==> config.mk <==
export PLATFORM = sky130hd
export DESIGN_NAME = rc4_key_controller
export DESIGN_NICKNAME = d
export VERILOG_FILES = /design/src/rtl/rc4_pkg.sv /design/src/rtl/rc4_key_byte_mux.sv /design/src/rtl/rc4_key_controller.sv
export SDC_FILE = /design/constraint.sdc
export NUM_CORES = 1
export LEC_CHECK = 0
export ABC_AREA = 1
export CORE_ASPECT_RATIO = 0.6
export CORE_UTILIZATION = 43
export DETAILED_ROUTE_END_ITERATION = 8
export PLACE_DENSITY_LB_ADDON = 0.1
export SLEW_MARGIN = 30
export SYNTH_ARGS = -nofsm -noshare
export SYNTH_HDL_FRONTEND = slang
export SYNTH_HIERARCHICAL = 1
export SYNTH_SLANG_ARGS = --single-unit
export TNS_END_PERCENT = 10
==> constraint.sdc <==
create_clock -name CLOCK_50 -period 1.95 [get_ports CLOCK_50]
set_input_delay 0.39 -clock CLOCK_50 [delete_from_list [all_inputs] [get_ports CLOCK_50]]
set_output_delay 0.39 -clock CLOCK_50 [all_outputs]
set_load 0.02 [all_outputs]
==> src/rtl/rc4_pkg.sv <==
// rc4_pkg: shared types and defaults for the RC4 key controller slice.
//   DEFAULT_KEY_BYTES : default RC4 key length in bytes
//   key_ctrl_state_t  : key controller FSM states
//   key_t             : key register type at the default key length
//   key_idx_width()   : width of a byte index for a given key length (never 0)
package rc4_pkg;

  localparam int DEFAULT_KEY_BYTES = 3;

  typedef enum logic [2:0] {
    WAIT_KEY = 3'd0,
    LATCH    = 3'd1,
    START    = 3'd2,
    RUN      = 3'd3,
    ABORT    = 3'd4,
    DONE     = 3'd5
  } key_ctrl_state_t;

  typedef logic [DEFAULT_KEY_BYTES*8-1:0] key_t;

  // A 1-byte key still needs a 1-bit index port.
  function automatic int key_idx_width(input int key_bytes);
    return (key_bytes > 1) ? $clog2(key_bytes) : 1;
  endfunction

endpackage

==> src/rtl/rc4_key_byte_mux.sv <==
// rc4_key_byte_mux: combinational byte selector over a packed RC4 key.
//   key       in  KEY_BYTES*8 : packed key, byte 0 is the most significant byte
//   key_index in  IDX_W       : requested byte index
//   key_byte  out 8           : selected byte, 8'h00 when key_index >= KEY_BYTES
module rc4_key_byte_mux
  import rc4_pkg::*;
#(
  parameter int KEY_BYTES = DEFAULT_KEY_BYTES,
  parameter int IDX_W     = key_idx_width(KEY_BYTES)
) (
  input  logic [KEY_BYTES*8-1:0] key,
  input  logic [IDX_W-1:0]       key_index,
  output logic [7:0]             key_byte
);

  // Out-of-range indices match no iteration and fall through to zero.
  always_comb begin
    key_byte = 8'h00;
    for (int i = 0; i < KEY_BYTES; i++) begin
      if (key_index == IDX_W'(i)) begin
        key_byte = key[(KEY_BYTES-1-i)*8 +: 8];
      end
    end
  end

endmodule

==> src/rtl/rc4_key_controller.sv <==
// rc4_key_controller: consumer of the switch key interface and driver of the
// RC4 core start/done/abort handshake.
//   CLOCK_50         in  1            system clock, rising edge
//   reset            in  1            synchronous active-high reset
//   secret_key       in  SW_WIDTH     key from the switch FSM
//   key_available    in  1            level, secret_key valid
//   key_changed      in  1            pulse, key is being replaced
//   key_index        in  IDX_W        byte index requested by the core
//   key_byte         out 8            key byte at key_index (combinational)
//   core_start       out 1            pulse, begin decryption
//   core_done        in  1            pulse from core, decryption finished
//   core_abort       out 1            pulse, core must return to idle
//   key_latched      out KEY_BYTES*8  current latched key
//   decrypt_complete out 1            level, core finished with key_latched
//   run_count        out 8            core_start pulses issued, mod 256
//   state_dbg        out              current FSM state
//
// Handshake: key_available is a level qualifying secret_key; key_changed is a
// single-cycle pulse during which key_available is low. core_start and
// core_abort are single-cycle Moore pulses from START and ABORT respectively,
// so they can never be high together; core_done is a single-cycle pulse and is
// only acted on in RUN.
module rc4_key_controller
  import rc4_pkg::*;
#(
  parameter int KEY_BYTES = DEFAULT_KEY_BYTES,
  parameter int SW_WIDTH  = 10,
  parameter int IDX_W     = key_idx_width(KEY_BYTES)
) (
  input  logic                   CLOCK_50,
  input  logic                   reset,
  input  logic [SW_WIDTH-1:0]    secret_key,
  input  logic                   key_available,
  input  logic                   key_changed,
  input  logic [IDX_W-1:0]       key_index,
  output logic [7:0]             key_byte,
  output logic                   core_start,
  input  logic                   core_done,
  output logic                   core_abort,
  output logic [KEY_BYTES*8-1:0] key_latched,
  output logic                   decrypt_complete,
  output logic [7:0]             run_count,
  output key_ctrl_state_t        state_dbg
);

  localparam int KEY_W = KEY_BYTES * 8;

  key_ctrl_state_t   state_q, state_d;
  logic [KEY_W-1:0]  key_q, key_d;
  logic [7:0]        run_cnt_q, run_cnt_d;

  always_ff @(posedge CLOCK_50) begin
    if (reset) begin
      state_q   <= WAIT_KEY;
      key_q     <= '0;
      run_cnt_q <= 8'd0;
    end else begin
      state_q   <= state_d;
      key_q     <= key_d;
      run_cnt_q <= run_cnt_d;
    end
  end

  always_comb begin
    state_d          = state_q;
    key_d            = key_q;
    run_cnt_d        = run_cnt_q;
    core_start       = 1'b0;
    core_abort       = 1'b0;
    decrypt_complete = 1'b0;
    unique case (state_q)
      WAIT_KEY: begin
        if (key_available && !key_changed) state_d = LATCH;
      end
      LATCH: begin
        // Zero-extend the switch key into the full RC4 key.
        key_d   = KEY_W'(secret_key);
        state_d = START;
      end
      START: begin
        core_start = 1'b1;
        run_cnt_d  = run_cnt_q + 8'd1;
        state_d    = RUN;
      end
      RUN: begin
        // A key change wins over a simultaneous done: the result would be
        // for a key the user has already abandoned.
        if (key_changed)    state_d = ABORT;
        else if (core_done) state_d = DONE;
      end
      ABORT: begin
        core_abort = 1'b1;
        state_d    = WAIT_KEY;
      end
      DONE: begin
        decrypt_complete = 1'b1;
        if (key_changed) state_d = WAIT_KEY;
      end
      default: state_d = WAIT_KEY;
    endcase
  end

  assign key_latched = key_q;
  assign run_count   = run_cnt_q;
  assign state_dbg   = state_q;

  rc4_key_byte_mux #(
    .KEY_BYTES(KEY_BYTES),
    .IDX_W    (IDX_W)
  ) u_byte_mux (
    .key      (key_q),
    .key_index(key_index),
    .key_byte (key_byte)
  );

endmodule

==> results by stage <==
Floorplan:
- Row generation in the floorplan step produced 14 rows.
- The die covers 0.00317 sq mm.
- The number of top-level design ports is 63.
- The die width is 72.1 um.
- The starting density of the core is 47.9%.
- The region available for standard cell placement spans 0.00265 sq mm.
- The die is 44.0 um tall.

Setup path:
- The kind of capture point of the worst setup path is an output pin.
- The startpoint type of the worst setup path is an input pin.
- The critical path is of the input pin to output pin type.
- Of all nets on the critical path, the largest fanout is 8.
- The data arrival time at the worst-slack endpoint is 1.53 ns.
- The critical path data required time is 1.56 ns.

Detailed routing:
- In this run, the number of DRC markers left after iteration 0 of detailed routing was 99.
- In the routed layout, each cell is associated on average with a via count of 4.40.
- The first detailed-routing pass ran for 4 iterations.
- The detail route stage leaves a number of antenna-violating nets equal to 0.
- Dividing the detail-routed wire length by the instance count gives 9.96 um.
- The total number of vias is 1306.
- In the routed design, unresolved DRC markers number 0.
- After detailed routing, the total wire length is 2960 um.

Pwr:
- The clock power share is 14.3%.
- Combinational cells account for 52.5% of the total power.
- The switching part of the total power is 43.1%.
- Dividing total power by cell area gives a power density of 1080 mW/mm^2.
- The worst vdd rail ir drop is 443 uV.
- Registers are responsible for 33.2% of the overall power.
- In this run the power spent charging and discharging nets is 0.000855 W.
- The internal portion of the total power is 0.00113 W.
- The static leakage is 0.852 nW.

CTS:
- Buffers inserted to repair hold after CTS numbered 0.
- In this run the clock root is driven by a sky130_fd_sc_hd__clkbuf_8.
- The number of gates resized after CTS is 9.
- TritonCTS built the clock tree.
- The clock net in this run drives a total of 21 sinks.
- The longest clock path from root to sink contains 2 buffers.
- Clock-pin slew was measured on the worst setup and hold paths at 0.07 ns.
- The clock latency on the worst-skew pair is 0.26 ns.
- The H-tree depth reported by CTS is 1.
- The number of clock buffers inserted by TritonCTS is 3.
- The number of setup buffers added after CTS is 0.

GRT:
- The via count of the first global-routing pass is 1117.
- The first global-routing pass estimated 4940 um of wire.
- The global-route total usage across every layer is 19.9%.
- The initial antenna violation count is 0.
- After global routing the overflow that remains totals 0.
- The maximum number of pins on one net before global-route repair is 22.

Min path:
- The classification of the worst-slack hold path is flip-flop to flip-flop.

Timing:
- The clock tree skew after final layout is 0.00574 ns.
- The smallest clock period supported by the final layout is computed as 1.92 ns.
- The worst hold slack after final layout is 0.473 ns.
- Setup repair after global routing left no endpoint under its margin.
- The final max-slew violation count is 0.
- For this run, the top clock speed supported by timing is 521 MHz.
- The number of setup violations in the final report is 0.
- The final number of hold-violating endpoints was 0.
- After layout, the worst setup slack is 0.0317 ns.
- The final critical-path share of the clock period is 98.4%.

Outcome:
- The flow ran to the end, and the final reports show no timing, DRC or antenna violations.

Placement:
- The count of port buffers added during placement is 48.
- The final RePlAce weighted congestion is 0.789.
- The area of placed instances is 0.00180 sq mm.
- OpenSTA, run right after detailed placement, puts the worst setup slack at -0.256 ns.
- The detailed-placement wirelength estimate is 2310 um.

Layout:
- The final antenna diode count is 0.
- The proportion of layout cells with a drive suffix above 1 is 8.56%.
- The number of nets in the layout is 276.
- The finished cells cover 0.00184 sq mm.
- Relative to the synthesized area, the layout overhead comes to 45.6%.
- The filler cell count is 243.

Logic synthesis:
- The most common cell in the synthesized netlist is sky130_fd_sc_hd__nand2_1.
- The top cell type's share of synthesized area is 33.2%.
- Summing the sequential cell areas from Yosys gives 33.2% of the chip area.
- The cell taking the most area after synthesis is sky130_fd_sc_hd__dfxtp_1.
- By area the synthesized netlist is led by sky130_fd_sc_hd__dfxtp_1, sky130_fd_sc_hd__nand3_1, sky130_fd_sc_hd__nand2_1.
- Sorting the synthesized cells by how often they occur yields sky130_fd_sc_hd__nand2_1, sky130_fd_sc_hd__nand3_1, sky130_fd_sc_hd__inv_1.
- Yosys mapped a number of flops with a built-in enable equal to 0.
- In the synthesized netlist the dominant register cell turns out to be sky130_fd_sc_hd__dfxtp_1.
- The flop and latch count out of synthesis is 21.
- For this run, the number of Yosys warnings is 6.
- The netlist uses 22 different library cells.
- The number of cells produced by synthesis is 191.
- After synthesis the cells add up to 0.00127 sq mm.
- Counting flops with an async set or reset pin after synthesis yields a share of 0%.
- The mean post-synth cell area is 6.63 sq um.

Run:
- The reported max-cap violation count is 0.
[metrics by stage]
| stage | utilization [%] | setup TNS [ns] | std cells | power (W) |
|---|---|---|---|---|
| floorplan | - | 0 | 218 | 0.00130 |
| global placement | 68.2 | -1.84 | 293 | 0.00172 |
| detailed placement | 68.2 | -1.94 | 293 | 0.00173 |
| CTS | 69.5 | 0 | 297 | 0.00199 |
| global route | 69.7 | 0 | 297 | 0.00213 |
| finish | 69.7 | 0 | 297 | 0.00198 |
[registers in the layout, indices dropped and copies added, names as in the netlist]
register     count
state_dbg        3
key_latched     10
run_count        8
[per-layer routing]
metal	track usage, %	vias to the layer above	part of all wire (%)
met1	29.9	559	55
met4	2.35	0	0
li1	-	702	-
met2	29.1	45	38
met3	5.69	0	6.8
met5	0	-	0
[area by class of cell]
class	instances	area, sq um	share of cell area, %
Multi-Input combinational cell	148	696	37.7
Timing Repair Buffer	54	518	28.1
Sequential cell	21	420	22.8
Inverter	30	113	6.11
Tap cell	40	50.0	2.72
Clock buffer	3	41.3	2.24
Clock inverter	1	5.00	0.272
[cell families after synthesis]
group / after synthesis / synth area share (%)
simple gates: 92 / 34.9
compound gates: 27 / 10.8
buf+inv: 49 / 19.9
other cells: 1 / 0.296
fa+ha+maj: 1 / 0.988
flops: 21 / 33.2
[power groups by stage]
stage | combinational (W) | sequential [W] | clock (W)
4_1_cts | 0.00104 | 0.000659 | 0.000286
2_1_floorplan | 0.000495 | 0.000803 | 0
6_report | 0.00104 | 0.000660 | 0.000283
3_5_place_dp | 0.00107 | 0.000665 | 0
5_1_grt | 0.00114 | 0.000677 | 0.000311
3_3_place_gp | 0.00105 | 0.000671 | 0
[worst max-delay path, cell delays in order]
cell                              delay [ns]
sky130_fd_sc_hd__clkdlybuf4s50_1        0.48
sky130_fd_sc_hd__inv_2                  0.16
sky130_fd_sc_hd__nand3_1                0.08
sky130_fd_sc_hd__nand3_1                0.09
sky130_fd_sc_hd__dlygate4sd2_1          0.33
[cells in the final DEF (no fill, tap or decap)]
master and n:
sky130_fd_sc_hd__a21oi_1 13, sky130_fd_sc_hd__a31oi_1 1, sky130_fd_sc_hd__buf_4 6, sky130_fd_sc_hd__clkbuf_2 2
sky130_fd_sc_hd__clkbuf_8 3, sky130_fd_sc_hd__clkdlybuf4s15_1 5, sky130_fd_sc_hd__clkdlybuf4s50_1 37, sky130_fd_sc_hd__clkinv_2 1
sky130_fd_sc_hd__conb_1 28, sky130_fd_sc_hd__dfxtp_1 21, sky130_fd_sc_hd__dlygate4sd2_1 2, sky130_fd_sc_hd__dlymetal6s2s_1 2
sky130_fd_sc_hd__ha_1 1, sky130_fd_sc_hd__inv_1 26, sky130_fd_sc_hd__inv_2 4, sky130_fd_sc_hd__nand2_1 35
sky130_fd_sc_hd__nand3_1 29, sky130_fd_sc_hd__nand3_2 1, sky130_fd_sc_hd__nand3_4 1, sky130_fd_sc_hd__nand4_1 5
sky130_fd_sc_hd__nor2_1 15, sky130_fd_sc_hd__nor2_2 1, sky130_fd_sc_hd__nor2_4 3, sky130_fd_sc_hd__nor3_1 2
sky130_fd_sc_hd__o21ai_0 12, sky130_fd_sc_hd__o21ai_1 1
[path summary, 6_finish.rpt]
kind	to	slack, ns	cells past startpoint	from
hold / removal	key_latched[3]	0.47	2	key_latched[3]
hold reg to reg	key_latched[3]	0.47	2	key_latched[3]
setup reg to reg	key_latched[1]	0.61	5	state_dbg[1]
setup / recovery	key_byte[3]	0.03	5	key_index[0]
Note: power is estimated with default switching activity, not from simulation.
